`config.mk`:
```
export PLATFORM = sky130hd
export DESIGN_NAME = dis_pal_encode
export DESIGN_NICKNAME = d
export VERILOG_FILES = /design/src/rtl/dis_pal_encode.sv
export SDC_FILE = /design/constraint.sdc
export NUM_CORES = 1
export LEC_CHECK = 0
export ABC_AREA = 1
export CAP_MARGIN = 40
export CORE_MARGIN = 2
export CORE_UTILIZATION = 50
export CTS_BUF_LIST = sky130_fd_sc_hd__clkbuf_8 sky130_fd_sc_hd__clkbuf_16
export DETAILED_ROUTE_END_ITERATION = 10
export PLACE_DENSITY = 0.84
export REMOVE_ABC_BUFFERS = 1
export SLEW_MARGIN = 20
export SYNTH_ARGS = -nofsm -noshare
export SYNTH_HDL_FRONTEND = slang
export SYNTH_SLANG_ARGS = --single-unit
```
`constraint.sdc`:
```
create_clock -name clk -period 3.9 [get_ports clk]
set_input_delay 0.39 -clock clk [delete_from_list [all_inputs] [get_ports clk]]
set_output_delay 0.39 -clock clk [all_outputs]
set_load 0.05 [all_outputs]
```
`src/rtl/dis_pal_encode.sv`:
```
// rtl/dis_pal_encode.sv - Avalon-ST video packetiser: control packet + video data packet per frame
//
// Purpose:
//   Wraps each incoming raw pixel frame into Avalon-ST video packets. An
//   optional control packet (type 0xF) carries the width, height and interlace
//   nibbles. It is followed by a video data packet (type 0x0) that carries the
//   pixels, which are passed through combinationally.
//
// Ports:
//   clk, rst_n            clock, asynchronous active-low reset
//   din_*                 raw pixel stream in (data/valid/sop/eop, ready out)
//   dout_*                Avalon-ST video stream out (data/valid/sop/eop, ready in)
//   im_width/height       frame geometry, sampled at frame start
//   im_interlaced         interlace nibble, sampled at frame start
//   ctrl_en               emit control packet for this frame, sampled at frame start

module dis_pal_encode #(
  parameter int DATA_WIDTH   = 14,
  parameter int COLOR_BITS   = 14,
  parameter int COLOR_PLANES = 1
) (
  input  logic                  clk,
  input  logic                  rst_n,
  input  logic [DATA_WIDTH-1:0] din_data,
  input  logic                  din_valid,
  input  logic                  din_startofpacket,
  input  logic                  din_endofpacket,
  output logic                  din_ready,
  output logic [DATA_WIDTH-1:0] dout_data,
  output logic                  dout_valid,
  output logic                  dout_startofpacket,
  output logic                  dout_endofpacket,
  input  logic                  dout_ready,
  input  logic [15:0]           im_width,
  input  logic [15:0]           im_height,
  input  logic [3:0]            im_interlaced,
  input  logic                  ctrl_en
);

  // Nine nibbles (w:4, h:4, i:1) spread over COLOR_PLANES nibbles per beat.
  localparam int         N_BODY    = (9 + COLOR_PLANES - 1) / COLOR_PLANES;
  localparam logic [3:0] LAST_BEAT = 4'(N_BODY - 1);

  typedef enum logic [2:0] {
    IDLE,
    CTRL_TYPE,
    CTRL_BODY,
    DATA_TYPE,
    DATA
  } state_t;

  state_t                r_state;
  state_t                w_next;
  logic [3:0]            r_beat_cnt;
  logic [15:0]           r_w;
  logic [15:0]           r_h;
  logic [3:0]            r_i;
  logic                  r_ctrl;
  logic [3:0]            w_nib [9];
  logic [DATA_WIDTH-1:0] w_body;
  logic                  w_sof;

  assign w_sof = din_valid & din_startofpacket;

  // Control body nibbles in transmit order, most significant first.
  always_comb begin
    w_nib[0] = r_w[15:12];
    w_nib[1] = r_w[11:8];
    w_nib[2] = r_w[7:4];
    w_nib[3] = r_w[3:0];
    w_nib[4] = r_h[15:12];
    w_nib[5] = r_h[11:8];
    w_nib[6] = r_h[7:4];
    w_nib[7] = r_h[3:0];
    w_nib[8] = r_i;
  end

  // Plane 0 takes the earliest nibble of the beat; positions past the ninth
  // nibble (only reachable on the last beat) stay zero.
  always_comb begin
    w_body = '0;
    for (int p = 0; p < COLOR_PLANES; p++) begin
      if ((int'(r_beat_cnt) * COLOR_PLANES + p) < 9) begin
        w_body[p*COLOR_BITS +: 4] = w_nib[4'(int'(r_beat_cnt) * COLOR_PLANES + p)];
      end
    end
  end

  always_ff @(posedge clk or negedge rst_n) begin
    if (!rst_n) begin
      r_state    <= IDLE;
      r_beat_cnt <= '0;
      r_w        <= '0;
      r_h        <= '0;
      r_i        <= '0;
      r_ctrl     <= 1'b0;
    end else begin
      r_state <= w_next;
      case (r_state)
        IDLE: begin
          if (w_sof) begin
            r_w    <= im_width;
            r_h    <= im_height;
            r_i    <= im_interlaced;
            r_ctrl <= ctrl_en;
          end
        end
        CTRL_TYPE: begin
          if (dout_ready) r_beat_cnt <= '0;
        end
        CTRL_BODY: begin
          if (dout_ready) r_beat_cnt <= r_beat_cnt + 4'd1;
        end
        default: ;
      endcase
    end
  end

  // Header beats are built only from state and latched registers so they stay
  // stable under backpressure; DATA is a pure combinational passthrough.
  always_comb begin
    w_next             = r_state;
    dout_data          = '0;
    dout_valid         = 1'b0;
    dout_startofpacket = 1'b0;
    dout_endofpacket   = 1'b0;
    din_ready          = 1'b0;
    case (r_state)
      IDLE: begin
        // Stray non-sop pixels are swallowed; the sop pixel is held off and
        // re-presented once the headers are out.
        din_ready = !w_sof;
        if (w_sof) w_next = ctrl_en ? CTRL_TYPE : DATA_TYPE;
      end
      CTRL_TYPE: begin
        dout_valid         = 1'b1;
        dout_startofpacket = 1'b1;
        dout_data[3:0]     = 4'hF;
        if (dout_ready) w_next = CTRL_BODY;
      end
      CTRL_BODY: begin
        dout_valid       = 1'b1;
        dout_data        = w_body;
        dout_endofpacket = (r_beat_cnt == LAST_BEAT);
        if (dout_ready && (r_beat_cnt == LAST_BEAT)) w_next = DATA_TYPE;
      end
      DATA_TYPE: begin
        dout_valid         = 1'b1;
        dout_startofpacket = 1'b1;
        if (dout_ready) w_next = DATA;
      end
      DATA: begin
        dout_data        = din_data;
        dout_valid       = din_valid;
        dout_endofpacket = din_endofpacket;
        din_ready        = dout_ready;
        if (din_valid && dout_ready && din_endofpacket) w_next = IDLE;
      end
      default: w_next = IDLE;
    endcase
  end

endmodule

```
==> summary by stage <==
Clock tree
The post-cts repair resize count is 0. Clock tree synthesis inserted a total of 5 buffers. The clock latency reported for the late side of the worst-skew pair is 0.29 ns. The CTS tree is yes.

The clock sink count is 43. The clock root buffer master is clkbuf_8. The longest clock path from root to sink contains 2 buffers. After clock tree synthesis, the setup repair step added 0 buffers. Buffers inserted to repair hold after CTS numbered 0. The clock-pin slew on the worst setup and hold paths is 0.09 ns. The depth of the CTS H-tree is 2.

Yosys
The per-instance average area after synthesis is 7.511 sq um. The synthesized instance count is 321. The sequential area share after synthesis is 44.63%. The synthesized netlist contains 23 unique library cells. The cell area that synthesis handed to floorplanning was 2411 sq um. The synthesized design contains 43 register bits. For this run, the number of Yosys warnings is 0.

Worst setup path
The largest fanout on the critical path is 24. The signal on the critical path passes through inv_1 -> nand2_1 -> nand3_1 -> nand3_1 -> nand3_1 -> nand2_1 -> nand2_1 -> nand2_1 -> clkdlybuf4s50_1. The required arrival time at the worst endpoint is 3.51 ns. The buffers plus inverters on the worst setup path is 2. The arrival time of the worst setup path is 2.95 ns. STA classifies the critical path endpoint as a primary output.

On the critical path, the stage with the largest delay is an instance of dfrtp_1. By startpoint and endpoint, the worst setup path is classified as flip-flop to primary output. The most common cell type on the critical path is nand2_1.

On the worst path, the slowest cell contributes a delay of 0.80 ns. The cell type group with the largest total delay on the critical path is buffers and inverters. STA classifies the critical path startpoint as a flip-flop.

Drt
The via-per-instance ratio is 5.042. The final wirelength is 5481 um. The routed layout has 2,259 vias. The first TritonRoute pass finished after 4 iterations.

Detailed routing placed a total of 2693 um of wire on met2. The met3 layer wire length in the routed design is 269 um. The number of design-rule violations left by the first detailed-router iteration is 196. The met1 layer wirelength in the final routing is 2467 um.

The number of nets still failing antenna checks after routing is 0. Dividing the detail-routed wire length by the instance count gives 12.23 um. After detailed routing, the number of remaining DRC violations is 0. The highest layer touched by signal routing is met4.

Run
The max-cap check violation count is 0.

Global routing
The number of global-route vias before repair came to 2,191. The global-route wire length before repair is 9177 um. The leftover overflow at the end of global routing is 0. The number of antenna violations at the first check in global routing is 0.

The maximum number of pins on one net before global-route repair is 32. The total routing usage reported by global routing is 21.53%.

Die
The die outline area is 5393 sq um. The area of the core region is 4692 sq um. The die is 73.44 um tall. The row count is 25. Once the floorplan was initialized, standard cells occupied 51.39% of the core.

The horizontal extent of the die is 73.44 um. 75 I/O pins were placed.

Status
The run finished with clean final reports.

Pwr
Summing internal, switching and leakage power gives 2.337 mW. Across the VDD grid, the largest voltage drop is 0.6789 mV. Power spread over the standard cell area amounts to 703.5 nW/um^2. Summed over all cells, the static leakage comes to 1.657 nW.

Final layout
The net count of the finished layout is 452. The sequential cells in the finished layout cover a total of 1076 sq um. The number of non-filler instances in the completed layout is 448.

0 antenna diodes ended up in the layout. The final core utilization is 70.80%. The ratio of cells with drive above 1 in the final layout is 9.898%. The area growth from synthesis to layout is 37.78%.

The filler cell count in the final layout is 381. In the final layout, the multi-input gates occupy 1041 sq um.

Placement
OpenSTA, run right after detailed placement, puts the worst setup slack at 0.9576 ns. The count of input and output buffers is 74. Detailed placement ended at an HPWL of 4193 um. The final weighted congestion of routability-driven global placement is 0.9057. Once placement completed, the tool counted placed cells totaling 440.

Timing
Setup violations remaining at the end of the flow were counted as 0. Timing would allow up to 299.7 MHz. The tightest slew margin relative to the limit is 53.41%.

The worst setup slack after layout is 0.5632 ns. Setup repair after global routing left no endpoint under its margin. The count of endpoints failing hold in the final timing report is 0. The smallest clock period supported by the final layout is computed as 3.337 ns. The final setup TNS is 0 ns.

The total count of max-transition violations in the final report came to 0. The final critical path takes up 85.56% of the cycle. On the final layout, the worst clock skew is 0.007795 ns. For the pin with the worst max-slew slack, the measured transition is 0.6989 ns.

Min path
The worst hold-check path type is input pin to asynchronous set/reset pin.
==> synthesized netlist by cell type <==
library cell   n  area [sq um]
nand2_1       72         270.3
inv_1         51         191.4
dfrtp_1       43          1076
nor2_1        43         161.4
nand3_1       29         145.1
a21oi_1       20         100.1
o21ai_0       16         80.08
a21oi_2       10         87.58
buf_2          7         35.03
inv_2          6         22.52
mux2_2         6         67.56
buf_6          3         33.78
clkbuf_1       2         7.510
ha_1           2         25.02
mux2_4         2         30.03
xor2_1         2         17.52
clkinv_1       1         3.750
nand2_2        1         6.260
nand4_4        1         21.27
nor2_4         1         11.26
nor3_1         1         5.000
o21ai_1        1         5.000
o31ai_1        1         7.510
==> path summary, 6_finish.rpt <==
kind / from / to / slack, ns / cells after the start
worst max register to register: r_beat_cnt[0] / r_state[1] / 1.66 / 8
worst min register to register: r_w[13] / r_w[13] / 0.51 / 2
worst max-delay path: r_beat_cnt[0] / dout_data[2] / 0.56 / 9
worst min-delay path: rst_n / r_h[9] / 0.06 / 1
min in group clk: r_w[13] / r_w[13] / 0.51 / 2
max in group asynchronous: rst_n / r_beat_cnt[1] / 3.35 / 2
==> registers in the layout (all words and copies together), names as in the netlist <==
signal and count:
r_w 16, r_beat_cnt 4, r_state 3, r_i 4, r_h 16
==> stage by stage <==
step / hold slack (ns) / cell area (sq um)
floorplan: 0.09441 / 2335
global placement: 0.4897 / 3146
detailed placement: 0.3923 / 3201
CTS: 0.06669 / 3322
global route: 0.09887 / 3322
finish: 0.05806 / 3322
==> kinds of logic after synthesis <==
family          count (synthesis)  synth area share, %
compound gates                 48                11.62
xor+xnor                        2               0.7267
fa+ha+maj                       2                1.038
buf+inv                        70                12.19
flops                          43                44.63
mux                             8                4.048
simple gates                  148                25.74
==> worst reg2reg max path, cell delays in order, from the launching register on <==
cell and delay [ns]:
dfrtp_1 0.80, inv_1 0.42, ha_1 0.33, inv_1 0.06, nor2_1 0.05, o21ai_1 0.15
nand2_1 0.07, nand2_1 0.13, o21ai_0 0.10
==> report_power, final <==
group | switching [mW] | internal, mW
clock network | 0.156 | 0.211
registers | 0.102 | 0.641
logic | 0.774 | 0.454
total | 1.03 | 1.31
==> layout make-up <==
type	instances	share of cell area, %
sequential	43	32.39
multi-input combinational	208	31.34
timing repair buffer	77	24.03
inverter	58	6.554
clock buffer	6	2.486
tap	54	2.034
clock inverter	2	1.168
==> placed cells by master (no fill, tap or decap), drive strengths merged <==
cell	Yosys	routed
ha	2	2
nand3	29	29
buf	10	4
nand4	1	1
nor2	44	44
inv	57	58
xor2	2	2
dfrtp	43	43
clkdlybuf4s50	0	73
clkinv	1	1
o31ai	1	1
bufinv	0	1
a21oi	30	30
nand2	73	73
o21ai	17	17
mux2	8	8
nor3	1	1
clkbuf	2	6
==> metal layers <==
layer | up-vias | GRT usage, %
li1 | 1131 | -
met1 | 1056 | 27.85
met2 | 63 | 37.00
met3 | 9 | 4.115
met4 | 0 | 5.657
met5 | - | 0
Power figures use the tool's default switching activity.
